File: config.mk
export PLATFORM = sky130hd
export DESIGN_NAME = dac8812_spi_rx
export DESIGN_NICKNAME = d
export VERILOG_FILES = /design/src/rtl/dac8812_pkg.sv /design/src/rtl/dac8812_spi_rx_sync_edge.sv /design/src/rtl/dac8812_spi_rx.sv
export SDC_FILE = /design/constraint.sdc
export NUM_CORES = 1
export LEC_CHECK = 0
export ABC_AREA = 1
export BUFFER_PORTS_ARGS = -buffer_cell sky130_fd_sc_hd__buf_4
export CORE_MARGIN = 1
export CORE_UTILIZATION = 55
export CTS_CLUSTER_SIZE = 40
export DETAILED_ROUTE_END_ITERATION = 10
export PLACE_DENSITY = 0.8
export SLEW_MARGIN = 40
export SYNTH_ARGS = -nofsm -noshare
export SYNTH_HDL_FRONTEND = slang
export SYNTH_HIERARCHICAL = 1
export SYNTH_SLANG_ARGS = --single-unit
File: constraint.sdc
create_clock -name clk -period 2.8 [get_ports clk]
set_input_delay 0 -clock clk [delete_from_list [all_inputs] [get_ports clk]]
set_output_delay 0 -clock clk [all_outputs]
set_load 0.05 [all_outputs]
File: src/rtl/dac8812_pkg.sv
// Shared types and constants for the DAC8812 serial receive model.
package dac8812_pkg;

  localparam int unsigned DEFAULT_BITS = 18;

  typedef enum logic [1:0] {
    ADDR_NOP = 2'b00,
    ADDR_A   = 2'b01,
    ADDR_B   = 2'b10,
    ADDR_AB  = 2'b11
  } addr_e;

  typedef enum logic {
    IDLE  = 1'b0,
    SHIFT = 1'b1
  } state_e;

endpackage

File: src/rtl/dac8812_spi_rx_sync_edge.sv
// Pin synchronizer: SYNC-flop chain plus a history flop; edges come from the
// last chain stage against the history flop.
module sync_edge #(
  parameter int unsigned SYNC      = 2,
  parameter logic        RESET_VAL = 1'b0
) (
  input  logic clk,
  input  logic rst,
  input  logic din,
  output logic level,
  output logic rise,
  output logic fall
);

  logic [SYNC-1:0] chain;
  logic            hist;

  always_ff @(posedge clk) begin
    if (rst) begin
      chain <= {SYNC{RESET_VAL}};
      hist  <= RESET_VAL;
    end else begin
      chain <= {chain[SYNC-2:0], din};
      hist  <= chain[SYNC-1];
    end
  end

  assign level = chain[SYNC-1];
  assign rise  = level & ~hist;
  assign fall  = ~level & hist;

endmodule

File: src/rtl/dac8812_spi_rx.sv
// DAC8812 serial receiver: deserialises 18-bit frames, decodes the address into
// the channel input registers and transfers them to the DAC registers on LDAC.
module dac8812_spi_rx
  import dac8812_pkg::*;
#(
  parameter int unsigned BITS = DEFAULT_BITS,
  parameter int unsigned SYNC = 2
) (
  input  logic            clk,
  input  logic            rst,
  input  logic            sck,
  input  logic            sdi,
  input  logic            cs_n,
  input  logic            ldac_n,
  output logic [BITS-1:0] word,
  output logic            word_valid,
  output logic            frame_err,
  output logic [BITS-3:0] in_a,
  output logic [BITS-3:0] in_b,
  output logic [BITS-3:0] dac_a,
  output logic [BITS-3:0] dac_b,
  output logic            dac_update
);

  localparam int unsigned CW = $clog2(BITS + 2);

  logic sck_lvl, sck_rise, sck_fall;
  logic cs_lvl, cs_rise, cs_fall;
  logic ldac_lvl, ldac_rise, ldac_fall;
  logic unused_sync;

  sync_edge #(.SYNC(SYNC), .RESET_VAL(1'b0)) u_sync_sck (
    .clk(clk), .rst(rst), .din(sck),
    .level(sck_lvl), .rise(sck_rise), .fall(sck_fall)
  );

  sync_edge #(.SYNC(SYNC), .RESET_VAL(1'b1)) u_sync_cs (
    .clk(clk), .rst(rst), .din(cs_n),
    .level(cs_lvl), .rise(cs_rise), .fall(cs_fall)
  );

  sync_edge #(.SYNC(SYNC), .RESET_VAL(1'b1)) u_sync_ldac (
    .clk(clk), .rst(rst), .din(ldac_n),
    .level(ldac_lvl), .rise(ldac_rise), .fall(ldac_fall)
  );

  assign unused_sync = ^{sck_lvl, sck_fall, cs_lvl, ldac_lvl, ldac_rise};

  // sdi gets the same depth as sck so the sampled bit lines up with the rise
  logic [SYNC-1:0] sdi_chain;
  logic            sdi_s;

  always_ff @(posedge clk) begin
    if (rst) sdi_chain <= '0;
    else     sdi_chain <= {sdi_chain[SYNC-2:0], sdi};
  end

  assign sdi_s = sdi_chain[SYNC-1];

  state_e state, state_nxt;
  logic   start, shift_en, close;

  always_ff @(posedge clk) begin
    if (rst) state <= IDLE;
    else     state <= state_nxt;
  end

  always_comb begin
    state_nxt = state;
    case (state)
      IDLE:    if (cs_fall) state_nxt = SHIFT;
      SHIFT:   if (cs_rise) state_nxt = IDLE;
      default: state_nxt = IDLE;
    endcase
  end

  always_comb begin
    start    = 1'b0;
    shift_en = 1'b0;
    close    = 1'b0;
    case (state)
      IDLE:  start = cs_fall;
      SHIFT: begin
        close    = cs_rise;
        shift_en = sck_rise & ~cs_rise;
      end
      default: ;
    endcase
  end

  logic [CW-1:0]   cnt;
  logic [BITS-1:0] shifter;

  always_ff @(posedge clk) begin
    if (rst || start) begin
      cnt     <= '0;
      shifter <= '0;
    end else if (shift_en) begin
      shifter <= {shifter[BITS-2:0], sdi_s};
      if (cnt != CW'(BITS + 1)) cnt <= cnt + 1'b1;
    end
  end

  logic            good;
  addr_e           addr;
  logic [BITS-3:0] in_a_nxt, in_b_nxt;

  // next input-register values also feed the DAC registers, giving write-through
  // when a good frame closes in the same cycle as an LDAC fall
  always_comb begin
    good     = close && (cnt == CW'(BITS));
    addr     = addr_e'(shifter[BITS-1 -: 2]);
    in_a_nxt = in_a;
    in_b_nxt = in_b;
    if (good && (addr == ADDR_A || addr == ADDR_AB)) in_a_nxt = shifter[BITS-3:0];
    if (good && (addr == ADDR_B || addr == ADDR_AB)) in_b_nxt = shifter[BITS-3:0];
  end

  always_ff @(posedge clk) begin
    if (rst) begin
      word       <= '0;
      word_valid <= 1'b0;
      frame_err  <= 1'b0;
      in_a       <= '0;
      in_b       <= '0;
      dac_a      <= '0;
      dac_b      <= '0;
      dac_update <= 1'b0;
    end else begin
      word_valid <= good;
      frame_err  <= close & ~good;
      if (good) word <= shifter;
      in_a       <= in_a_nxt;
      in_b       <= in_b_nxt;
      dac_update <= ldac_fall;
      if (ldac_fall) begin
        dac_a <= in_a_nxt;
        dac_b <= in_b_nxt;
      end
    end
  end

endmodule

==> metrics.md <==
| Metric | Value |
|---|---|
| Worst path max stage delay | `0.41 ns` |
| Vias/cell | `5.36` |
| Std cell rows | `33` |
| Kind of cell adding the most delay to the critical path | `simple AND/OR/NAND/NOR gates` |
| Final Max Slew Viols | `0` |
| Syn Std Cell Area | `4650 µm²` |
| H-tree levels | `4` |
| Maximum vdd drop | `0.455 mV` |
| Syn Inst Count | `600` |
| R2R cell count | `9` |
| Final Hold Viols | `0` |
| Setup CP Type | `flop to flop` |
| 1st-pass router iterations | `5` |
| Status | `completed` |
| Worst path slowest cell | `nor2_8` |
| Fmax | `516 MHz` |
| RSZ-0062 raised after global routing | `false` |
| HPWL after DPL | `7.03 mm` |
| R2R Path End | `dac_a[1]` |
| Worst EP required | `3.20 ns` |
| Pre-CTS WS | `0.911 ns` |
| Worst hold path type | `flop to flop` |
| CP Launch Type | `flop` |
| Crit path DAT | `2.34 ns` |
| CP max FO | `33` |
| GRT overflow | `0` |
| First-pass GRT wire length | `18.1 mm` |
| Die Span X | `93.9 µm` |
| Fin nets | `692` |
| Initial core utilization | `56.6%` |
| Via count | `4293` |
| Initial antenna violation count | `0` |
| Tmin final | `1.94 ns` |
| Worst r2r src | `cnt[0]` |
| Tot GR Track Use | `26.6%` |
| Max cap viols | `0` |
| Hold_sp | `u_sync_sck/chain[0]` |
| Setup_tns | `0 ns` |
| End point of the critical path | `dac_a[1]` |
| Number of global-route vias before repair | `3834` |
| Crit. End Element | `flop` |
| Slew margin rel. | `52.0%` |
| IO Port Bufs | `90` |
| N_diodes | `0` |
| Root Buffer | `clkbuf_8` |
| Number of CTS-inserted buffers | `17` |
| Share of cells above drive strength 1 | `21.7%` |
| # IOs | `91` |
| Crit path buf inv count | `2` |
| Syn Nets | `608` |
| CTS max path bufs | `2` |
| Reg-to-reg slack, setup | `0.86 ns` |
| Crit path from | `cnt[0]` |
| Setup violations, final | `0` |
| Reg clk slew, reported paths | `0.06 ns` |
| Ys Warns | `6` |
| Mean post-synth cell area | `7.75 µm²` |
| DR iter-0 viols | `360` |
| Routability cong. | `0.860` |
| Clk_lat worst skew | `0.51 ns` |
| CTS tree | `built` |
| Largest net degree at the start of global routing | `66` |
| Residual DRC | `0` |
| Sink Count | `120` |
| Routed WL per cell | `13.9 µm` |
| Final setup margin | `0.863 ns` |
| Drt total wl | `11.2 mm` |
| Area Growth Syn to Fin | `29.2%` |
| Cell Chain, Critical Path | `inv_1 -> ha_1 -> nand2_2 -> nor2_8 -> nand3_4 -> nand2_1 -> nand3_1 -> nand2_1 -> inv_1` |
| Leak Pwr | `2.65 nW` |
| Period utilization | `69.2%` |
| PwrDens | `720 nW/µm²` |
| Core ar. | `8220 µm²` |
| Slew @ Worst Pin | `0.719 ns` |
| Die H | `93.9 µm` |
| Area of the die | `8830 µm²` |
| Clock Skews | `0.00690 ns` |
| Crit path depth | `9` |
| Remaining antenna violation count | `0` |
where the power goes:
group / total (W) / leakage (nW) / switching [W] / internal, W
clock network: 0.00232 / 0.308 / 0.000726 / 0.00160
logic: 0.000242 / 1.36 / 0.000168 / 0.0000737
registers: 0.00176 / 0.972 / 0.0000163 / 0.00174
metrics by stage:
step / utilization (%) / area [µm²] / hold slack, ns / power [W] / instances
after floorplan: - / 4650 / 0.0712 / 0.00196 / 600
after global placement: 64.3 / 5280 / 0.174 / 0.00202 / 761
after detailed placement: 64.3 / 5280 / 0.181 / 0.00202 / 761
after CTS: 73.1 / 6010 / 0.415 / 0.00433 / 801
after global routing: 73.1 / 6010 / 0.441 / 0.00445 / 801
final: 73.1 / 6010 / 0.411 / 0.00432 / 801
layout make-up:
cell class,count,area [µm²]
multi-input cells,384,1820
flip-flops and latches,120,2400
clock buffers,23,467
inverters,58,218
fillers,596,2210
well taps,105,131
clock inverters,8,168
repair buffers,103,796
worst min-delay path by stage:
stage          slack, ns              endpoint  cells past startpoint
4_1_cts             0.42  u_sync_ldac/chain[1]                      2
5_1_grt             0.44   u_sync_sck/chain[1]                      2
3_3_place_gp        0.17  u_sync_ldac/chain[0]                      3
3_5_place_dp        0.18  u_sync_ldac/chain[0]                      3
6_report            0.41   u_sync_sck/chain[1]                      2
2_1_floorplan       0.07   u_sync_sck/chain[0]                      1
metal layers:
metal	share of wire, %	vias to the layer above	global-route usage, %	wire length (µm)
met4	1.9	0	11.0	215
met3	6.6	21	6.47	735
met1	43	1992	34.1	4810
met2	48	181	42.8	5410
met5	0	-	0	0
li1	-	2099	-	-
registers in the layout (all words and copies together), names as in the netlist, 5 cells and up:
signal / cells
shifter: 18
word: 18
dac_a: 16
dac_b: 16
in_a: 16
in_b: 16
cnt: 5
worst register-to-register path, stage by stage (launching register included):
cell and delay, ns:
dfxtp_1 0.33, inv_1 0.08, ha_1 0.15, nand2_2 0.09
nor2_8 0.41, nand3_4 0.37, nand2_1 0.18, nand3_1 0.09
nand2_1 0.10, inv_1 0.04
timing repair:
| action | CTS | global route |
|---|---|---|
| buffers inserted | 0 | 0 |
| endpoints found under the hold margin | 39 | 0 |
| hold buffers | 9 | 0 |
| gates resized for setup | 0 | 0 |
placed cells by master (no fill, tap or decap), types with 3 or more instances in the layout:
cell	instances
buf_4	94
dlygate4sd3_1	9
clkbuf_1	3
nand2_2	21
bufinv_16	5
nand3_1	51
clkbuf_16	16
inv_2	3
dfxtp_1	120
nand2_1	116
clkbuf_8	4
nand4_1	32
nor2_1	77
a21oi_1	74
inv_1	55
No activity file was read; power rests on OpenSTA's default activity.
